$ cat config.mk
export PLATFORM = sky130hd
export DESIGN_NAME = fetch_branch_unit_flat
export DESIGN_NICKNAME = d
export VERILOG_FILES = /design/src/rtl/fetch_branch_unit_if.sv /design/src/rtl/fetch_branch_unit.sv /design/src/flat_wrapper.sv
export SDC_FILE = /design/constraint.sdc
export NUM_CORES = 1
export LEC_CHECK = 0
export CAP_MARGIN = 5
export CORE_ASPECT_RATIO = 2
export CORE_MARGIN = 2
export CORE_UTILIZATION = 40
export DETAILED_ROUTE_END_ITERATION = 6
export DONT_BUFFER_PORTS = 1
export GPL_ROUTABILITY_DRIVEN = 0
export PLACE_DENSITY = 0.65
export SYNTH_ARGS = -nofsm -noshare
export SYNTH_HDL_FRONTEND = slang
export SYNTH_SLANG_ARGS = --single-unit
$ cat constraint.sdc
create_clock -name clk -period 3 [get_ports clk]
set_input_delay 0.6 -clock clk [delete_from_list [all_inputs] [get_ports clk]]
set_output_delay 0.6 -clock clk [all_outputs]
set_load 0.05 [all_outputs]
$ cat src/rtl/fetch_branch_unit_if.sv
// rtl/fetch_branch_unit_if.sv - instruction memory req/ack fetch bus
interface fetch_branch_unit_if;
  logic        imem_req;
  logic [31:0] imem_addr;
  logic        imem_ack;
  logic [31:0] imem_rdata;

  modport master (
    output imem_req,
    output imem_addr,
    input  imem_ack,
    input  imem_rdata
  );

  modport slave (
    input  imem_req,
    input  imem_addr,
    output imem_ack,
    output imem_rdata
  );
endinterface

$ cat src/rtl/fetch_branch_unit.sv
// rtl/fetch_branch_unit.sv - PC owner: fetch over req/ack, hold E/GT flags, resolve next PC
module fetch_branch_unit #(
  parameter logic [31:0] RESET_PC = 32'h0000_0000,
  parameter int          OFFSET_W = 27
) (
  input  logic                       clk,
  input  logic                       reset,
  fetch_branch_unit_if.master        imem,
  output logic [31:0]                instr,
  output logic                       instr_valid,
  input  logic                       ex_done,
  input  logic                       isbeq,
  input  logic                       isbgt,
  input  logic                       isubranch,
  input  logic                       isret,
  input  logic                       iscall,
  input  logic                       cmp_wr,
  input  logic                       cmp_eq,
  input  logic                       cmp_gt,
  input  logic [31:0]                ra_value,
  output logic [31:0]                ra_wdata,
  output logic                       branch_taken,
  output logic [31:0]                pc,
  output logic                       flag_e,
  output logic                       flag_gt
);

  localparam int SEXT_W = 32 - OFFSET_W - 2;

  typedef enum logic [1:0] {
    IDLE  = 2'd0,
    FETCH = 2'd1,
    EXEC  = 2'd2
  } state_t;

  state_t      state, state_nxt;
  logic        taken;
  logic [31:0] branch_off;
  logic [31:0] pc_plus4;
  logic [31:0] pc_nxt;
  logic        unused_call;

  // The regfile performs the ra write for calls; nothing extra to do here.
  assign unused_call = iscall;

  always_ff @(posedge clk or posedge reset) begin
    if (reset) begin
      state <= IDLE;
    end else begin
      state <= state_nxt;
    end
  end

  always_comb begin
    state_nxt     = state;
    imem.imem_req = 1'b0;
    instr_valid   = 1'b0;
    case (state)
      IDLE: begin
        state_nxt = FETCH;
      end
      FETCH: begin
        imem.imem_req = 1'b1;
        if (imem.imem_ack) state_nxt = EXEC;
      end
      EXEC: begin
        instr_valid = 1'b1;
        if (ex_done) state_nxt = FETCH;
      end
      default: begin
        state_nxt = IDLE;
      end
    endcase
  end

  assign imem.imem_addr = pc;
  assign pc_plus4       = pc + 32'd4;
  assign ra_wdata       = pc_plus4;
  assign branch_off     = {{SEXT_W{instr[OFFSET_W-1]}}, instr[OFFSET_W-1:0], 2'b00};

  // Decisions use the registered flags, never the compare result being written.
  assign taken        = isret | isubranch | (isbeq & flag_e) | (isbgt & flag_gt);
  assign branch_taken = instr_valid & taken;

  always_comb begin
    pc_nxt = pc_plus4;
    if (taken) begin
      if (isret) pc_nxt = ra_value;
      else       pc_nxt = pc + branch_off;
    end
  end

  always_ff @(posedge clk or posedge reset) begin
    if (reset) begin
      pc      <= RESET_PC;
      instr   <= 32'h0;
      flag_e  <= 1'b0;
      flag_gt <= 1'b0;
    end else begin
      if (state == FETCH && imem.imem_ack) begin
        instr <= imem.imem_rdata;
      end
      if (state == EXEC && ex_done) begin
        pc <= pc_nxt;
        if (cmp_wr) begin
          flag_e  <= cmp_eq;
          flag_gt <= cmp_gt;
        end
      end
    end
  end

endmodule

$ cat src/flat_wrapper.sv
// flat-port wrapper written by rule: the top's interface ports become plain ports
module fetch_branch_unit_flat 
#(
  parameter logic [31:0] RESET_PC = 32'h0000_0000,
  parameter int          OFFSET_W = 27
)
  (clk, reset, instr, instr_valid, ex_done, isbeq, isbgt, isubranch, isret, iscall, cmp_wr, cmp_eq, cmp_gt, ra_value, ra_wdata, branch_taken, pc, flag_e, flag_gt, imem_imem_req, imem_imem_addr, imem_imem_ack, imem_imem_rdata);
  fetch_branch_unit_if imem_i ();
  input  logic clk;
  input  logic reset;
  output logic [31:0] instr;
  output logic instr_valid;
  input  logic ex_done;
  input  logic isbeq;
  input  logic isbgt;
  input  logic isubranch;
  input  logic isret;
  input  logic iscall;
  input  logic cmp_wr;
  input  logic cmp_eq;
  input  logic cmp_gt;
  input  logic [31:0] ra_value;
  output logic [31:0] ra_wdata;
  output logic branch_taken;
  output logic [31:0] pc;
  output logic flag_e;
  output logic flag_gt;
  output wire logic [$bits(imem_i.imem_req)-1:0] imem_imem_req;
  output wire logic [$bits(imem_i.imem_addr)-1:0] imem_imem_addr;
  input wire logic [$bits(imem_i.imem_ack)-1:0] imem_imem_ack;
  input wire logic [$bits(imem_i.imem_rdata)-1:0] imem_imem_rdata;
  assign imem_imem_req = imem_i.imem_req;
  assign imem_imem_addr = imem_i.imem_addr;
  assign imem_i.imem_ack = imem_imem_ack;
  assign imem_i.imem_rdata = imem_imem_rdata;
  fetch_branch_unit #(.RESET_PC(RESET_PC), .OFFSET_W(OFFSET_W)) u_core (.clk(clk), .reset(reset), .imem(imem_i), .instr(instr), .instr_valid(instr_valid), .ex_done(ex_done), .isbeq(isbeq), .isbgt(isbgt), .isubranch(isubranch), .isret(isret), .iscall(iscall), .cmp_wr(cmp_wr), .cmp_eq(cmp_eq), .cmp_gt(cmp_gt), .ra_value(ra_value), .ra_wdata(ra_wdata), .branch_taken(branch_taken), .pc(pc), .flag_e(flag_e), .flag_gt(flag_gt));
endmodule
==> flow_summary.json, run 1 <==
{
  "instances_no_fill": 934,
  "wl_per_cell_microns": 20.4,
  "io-pin-count": 209,
  "reg2reg_slack_ns": 0.20,
  "track_usage": 0.245,
  "reg2reg_to": "u_core.imem.imem_addr[22]$_DFFE_PP0P_",
  "worstSetupStartpointType": "flip-flop",
  "numClockSinks": 68,
  "syn_area_per_cell_sq_um": 8.53,
  "cts_buffers": 9,
  "required_ns": 2.40,
  "dr.pass1.iters": 4,
  "syn-num-nets": 784,
  "finalNetCount": 845,
  "die_y_microns": 174,
  "placed_cells": 913,
  "ys_ff_latch": 68,
  "max-slew-margin-rel": 0.445,
  "cp_data_arrival_time_ns": 2.33,
  "grt_pass1_vias": 5643,
  "hold_viol_final": 0,
  "antenna_found_initial": 1,
  "synthMuxAreaShare": 0.0810,
  "critPathKind": "flip-flop to output port",
  "hold_path_class": "input pin to asynchronous set/reset pin",
  "synthFlopType": "dfrtp_1",
  "cts_htree_levels": 3,
  "outcome": "finished, final reports clean",
  "grt_start_max_net_pins": 35,
  "hpwl_microns": 14700,
  "crit_end": "ra_wdata[26]",
  "drive_gt1_frac": 0.287,
  "clock.fmax_mhz": 341,
  "synth_xor_area_frac": 0.0697,
  "die-area_sq_um": 15500,
  "drc": 0,
  "path_clk_slew_ns": 0.05,
  "r2r_cells": 10,
  "path_cells": "and3_2, nand4_4, nor4_2, buf_4, and4_2, xor2_4, buf_12",
  "grt_pass1_wl_microns": 29100,
  "ys_types": 67,
  "synth_edf_count": 0,
  "io_buffer_count": 0,
  "ant_nets": 0,
  "tritoncts": "done",
  "rsz0062_at_grt": "false",
  "clock_latency_ns": 0.34,
  "drt_iter0_drc": 299,
  "synth_top_family_by_area": "compound AO/OA/AOI/OAI gates",
  "syn-cell-area_sq_um": 5780,
  "synth_fa_ha_area_frac": 0.0684,
  "grt-ovfl-total": 0,
  "clk_path_buf_depth": 2,
  "synth_compound_area_frac": 0.218,
  "rows": 62,
  "fillers": 1385,
  "synth_simple_gate_area_frac": 0.184,
  "synthArstFlopShare": 1.00,
  "crit_fanout": 8,
  "finalMaxSlewViolations": 0,
  "vias": 5580,
  "clock_skew_ns": 0.00910,
  "routed_wl_microns": 19100,
  "period_share": 0.977,
  "area_growth_pct": 23.2,
  "critPathSlowestCell": "dfrtp_2",
  "finalSetupViolCount": 0,
  "max_cap_violations": 0,
  "end_kind": "output port",
  "cp_slowest_stage_delay_ns": 0.39,
  "initial_core_util": 0.405,
  "postSynthCellCount": 677,
  "seq_area_frac_synth": 0.295,
  "crit_path_start": "u_core.imem.imem_addr[4]$_DFFE_PP0P_",
  "coreArea_sq_um": 14300,
  "yosys_warnings": 0,
  "clockRootBuffer": "clkbuf_16",
  "die_w_microns": 89.0,
  "period_minus_slack_ns": 2.93,
  "via_per_inst": 5.97,
  "tightest_slew_ns": 0.829,
  "rr_startpoint": "u_core.imem.imem_addr[2]$_DFFE_PP0P_",
  "final_util": 0.499
}
state kept, by name, indices dropped and copies added, names as in the netlist:
| name | cells |
|---|---|
| u_core.imem.imem_addr | 32 |
| u_core.flag_e | 1 |
| u_core.flag_gt | 1 |
| u_core.state | 2 |
| u_core.instr | 32 |
cells in the final DEF, fill, tap and decap left out, drive strengths merged, types with 8 or more instances in the layout:
cell,instances
nor2,51
nand4,13
buf,120
nand2,56
a21oi,47
and3,8
inv,20
xor2,22
nand3,21
o21ai,49
o31ai,11
nor3,14
ha,30
a21o,14
xnor2,24
clkbuf,12
or3,10
dfrtp,68
mux2,38
worst min-delay path by stage:
stage / from / to / slack, ns / depth (start not counted)
detailed placement: u_core.state[1]$_DFFE_PP0P_ / u_core.state[0]$_DFFE_PP0P_ / 0.49 / 1
global placement: u_core.state[1]$_DFFE_PP0P_ / u_core.state[0]$_DFFE_PP0P_ / 0.47 / 1
CTS: reset / u_core.instr[18]$_DFFE_PP0P_ / 0.20 / 1
global route: reset / u_core.instr[18]$_DFFE_PP0P_ / 0.23 / 1
floorplan: u_core.state[1]$_DFFE_PP0P_ / u_core.state[0]$_DFFE_PP0P_ / 0.46 / 1
finish: reset / u_core.instr[19]$_DFFE_PP0P_ / 0.19 / 1
through the flow:
stage          setup TNS, ns  cell area, sq um  setup slack, ns  hold WS [ns]
2_1_floorplan        -0.0815              5880          -0.0815         0.460
3_3_place_gp               0              6760            0.200         0.474
3_5_place_dp               0              6760            0.171         0.494
4_1_cts                    0              7050         0.000827         0.200
5_1_grt                    0              7120          0.00375         0.225
6_report                   0              7120           0.0677         0.189
routing by layer:
metal | track usage | wire, microns | up-vias
li1 | - | - | 2569
met5 | 0 | 0 | -
met3 | 0.0399 | 1170 | 65
met1 | 0.255 | 6620 | 2675
met4 | 0.160 | 1100 | 0
met2 | 0.433 | 10200 | 271
cell usage after synthesis, drive strengths merged, types with 2 or more instances:
cell / count / area, sq um
a211oi: 7 / 52.6
a21o: 14 / 105
a21oi: 47 / 235
a221oi: 7 / 61.3
a22o: 2 / 17.5
a22oi: 7 / 52.6
a31oi: 4 / 25.0
a32oi: 5 / 43.8
and2: 4 / 25.0
and3: 8 / 50.1
and4: 7 / 61.3
buf: 42 / 295
clkbuf: 28 / 109
dfrtp: 68 / 1700
ha: 30 / 375
inv: 21 / 78.8
mux2: 38 / 428
mux2i: 4 / 40.0
nand2: 56 / 213
nand2b: 4 / 25.0
nand3: 21 / 105
nand4: 13 / 124
nor2: 51 / 191
nor2b: 5 / 31.3
nor3: 14 / 70.1
nor4: 6 / 52.6
nor4b: 2 / 17.5
o211ai: 5 / 37.5
o21a: 3 / 22.5
o21ai: 49 / 245
o21bai: 4 / 30.0
o221ai: 6 / 58.8
o22a: 3 / 26.3
o22ai: 7 / 43.8
o31ai: 11 / 87.6
or3: 10 / 62.6
xnor2: 24 / 210
xor2: 22 / 193
critical path, delay by kind of cell, from the launching register on:
family | cells | cell delay [ns]
buffers and inverters | 2 | 0.32
flip-flops | 1 | 0.39
AND/OR/NAND/NOR | 4 | 1.09
XOR/XNOR | 1 | 0.18
cell families (layout without fill, tap and decap cells):
| group | after synthesis | in the layout |
|---|---|---|
| and+or+nand+nor | 205 | 205 |
| AOI/OAI and AO/OA | 193 | 193 |
| buffers and inverters | 92 | 156 |
| DFF | 68 | 68 |
| xor gates and xnor gates | 46 | 46 |
| muxes | 42 | 42 |
| adders and majority gates | 31 | 31 |
| other | 0 | 1 |
area by class of cell:
type / instances / area [sq um] / area share
clock buffers: 12 / 246 / 0.0346
repair buffers: 120 / 1080 / 0.152
well taps: 192 / 240 / 0.0338
inverters: 22 / 83.8 / 0.0118
multi-input cells: 517 / 3740 / 0.526
clock inverters: 2 / 12.5 / 0.00176
diodes: 1 / 2.50 / 0.000352
flip-flops and latches: 68 / 1710 / 0.240
what timing repair did:
| action | 4_1_cts | 5_1_grt |
|---|---|---|
| buffers inserted | 1 | 5 |
| pin swaps | 1 | 3 |
| gates resized for setup | 8 | 7 |
| setup endpoints to repair | 5 | 10 |
| gates cloned | 0 | 0 |
| hold buffers | 0 | 0 |
Power of run 1 is left out: the tool's default activity adds up to more than one toggle a clock period on the data nets, which glitch-free logic cannot reach.
==> inputs of run 2 (changes only) <==
--- a/config.mk
+++ b/config.mk
@@ -9,10 +9,13 @@
 export CORE_ASPECT_RATIO = 2
 export CORE_MARGIN = 2
 export CORE_UTILIZATION = 40
+export CTS_BUF_LIST = sky130_fd_sc_hd__clkbuf_8
 export DETAILED_ROUTE_END_ITERATION = 6
 export DONT_BUFFER_PORTS = 1
 export GPL_ROUTABILITY_DRIVEN = 0
+export HOLD_SLACK_MARGIN = 0.1
 export PLACE_DENSITY = 0.65
+export SETUP_SLACK_MARGIN = 0.3
 export SYNTH_ARGS = -nofsm -noshare
 export SYNTH_HDL_FRONTEND = slang
 export SYNTH_SLANG_ARGS = --single-unit
==> run 2 against run 1 <==
  * Cell area rose by 12%
  * Register-to-register slack improved by 0.04 ns
  * Critical path depth rose by 1
  * Via count rose by 6.3%
  * Global-route usage rose by 2.4 points
  * Worst setup slack improved by 0.063 ns
==> flow_summary.json, run 2 (synthesis results as in run 1) <==
{
  "hold_path_class": "input pin to asynchronous set/reset pin",
  "worstSetupStartpointType": "flip-flop",
  "final_cell_mix": "112 x buf_4, 52 x nand2_1, 47 x dfrtp_1",
  "grt_start_max_net_pins": 44,
  "coreArea_sq_um": 14300,
  "drc": 0,
  "vias": 5933,
  "placed_cells": 907,
  "routed_wl_microns": 21100,
  "drive_gt1_frac": 0.400,
  "crit_buf_inv": 3,
  "cp_data_arrival_time_ns": 2.27,
  "hold_viol_final": 0,
  "path_cells": "buf_12, and3_1, nand4_1, nor4_4, buf_6, and2_4, xor2_4, buf_12",
  "clockRootBuffer": "clkbuf_8",
  "grt-ovfl-total": 0,
  "clock_latency_ns": 0.36,
  "instances_no_fill": 965,
  "hpwl_microns": 15300,
  "finalNetCount": 874,
  "crit_family": "simple AND/OR/NAND/NOR gates",
  "fin_tns_setup_ns": 0,
  "crit_fanout": 7,
  "end_kind": "output port",
  "tritoncts": "done",
  "area_growth_pct": 38.4,
  "clock_skew_ns": 0.00868,
  "ant_nets": 0,
  "period_share": 0.956,
  "finalSetupViolCount": 0,
  "track_usage": 0.269,
  "drt_iter0_drc": 381,
  "period_minus_slack_ns": 2.87,
  "antenna_found_initial": 1,
  "cts_buffers": 9,
  "fillers": 1287,
  "grt_pass1_wl_microns": 32000,
  "critPathMostFrequentCell": "buf_12",
  "rows": 62,
  "tightest_slew_ns": 0.860,
  "max_cap_violations": 0,
  "grt_pass1_vias": 6093,
  "die_y_microns": 174,
  "rsz0062_at_grt": "true",
  "path_clk_slew_ns": 0.09,
  "initial_core_util": 0.405,
  "clk_path_buf_depth": 2,
  "via_per_inst": 6.15,
  "io_buffer_count": 0,
  "wl_per_cell_microns": 21.8,
  "numClockSinks": 68,
  "final_common_cell": "buf_4",
  "cts_htree_levels": 3,
  "die-area_sq_um": 15500,
  "max-slew-margin-rel": 0.426,
  "dr.pass1.iters": 7,
  "multi_input_area_sq_um": 4250,
  "outcome": "finished, final reports clean",
  "cp_slowest_stage_delay_ns": 0.42,
  "die_w_microns": 89.0,
  "critPathKind": "flip-flop to output port",
  "finalMaxSlewViolations": 0,
  "clock.fmax_mhz": 349,
  "critPathSlowestCell": "dfrtp_2",
  "required_ns": 2.40,
  "seq_area_sq_um": 1730,
  "io-pin-count": 209
}
-- run 2: worst register-to-register path, delay by kind of cell, from the launching register on --
| family | cells | cell delay [ns] |
|---|---|---|
| AO/OA/AOI/OAI | 3 | 0.73 |
| XOR/XNOR | 1 | 0.18 |
| adder cells (fa/ha/maj) | 1 | 0.48 |
| buffers and inverters | 1 | 0.14 |
| flip-flops | 1 | 0.45 |
| AND/OR/NAND/NOR | 2 | 0.66 |
-- run 2: final cells by class --
cell class                 instances  share of cell area
antenna                            1            0.000313
clock buffer                       9              0.0155
timing repair buffer             149               0.181
sequential                        68               0.216
clock inverter                     7              0.0152
multi-input combinational        517               0.531
tap                              192              0.0300
inverter                          22              0.0105
-- run 2: what timing repair did --
item	CTS	global route
buffers inserted	24	17
gates resized for setup	42	60
cloned	0	0
endpoints found under the setup margin	29	39
pin swaps	12	21
hold buffers	0	0
-- run 2: worst paths after layout --
path	end	slack, ns	startpoint	cells after the start
worst max-delay path	ra_wdata[27]	0.13	u_core.imem.imem_addr[18]$_DFFE_PP0P_	8
max in group asynchronous	u_core.instr[24]$_DFFE_PP0P_	2.04	reset	2
min in group clk	u_core.state[1]$_DFFE_PP0P_	0.38	ex_done	1
worst max register to register	u_core.imem.imem_addr[30]$_DFFE_PP0P_	0.24	u_core.imem.imem_addr[16]$_DFFE_PP0P_	8
worst min register to register	u_core.state[0]$_DFFE_PP0P_	0.52	u_core.state[1]$_DFFE_PP0P_	1
worst min-delay path	u_core.imem.imem_addr[16]$_DFFE_PP0P_	0.26	reset	1
-- run 2: per-stage QoR --
stage	util	setup WS (ns)	hold WS (ns)	area, sq um
floorplan	-	0.0568	0.460	6110
global placement	0.490	0.164	0.474	7000
detailed placement	0.490	0.117	0.514	7000
CTS	0.532	0.135	0.278	7600
global route	0.560	0.0597	0.303	8000
finish	0.560	0.131	0.258	8000
-- run 2: routing by layer --
metal / track usage / part of all wire / vias to the layer above
li1: - / - / 2630
met1: 0.287 / 0.33 / 2869
met2: 0.468 / 0.54 / 347
met3: 0.0465 / 0.068 / 87
met4: 0.175 / 0.065 / 0
met5: 0 / 0 / -
Power of run 2 is left out for the same reason.
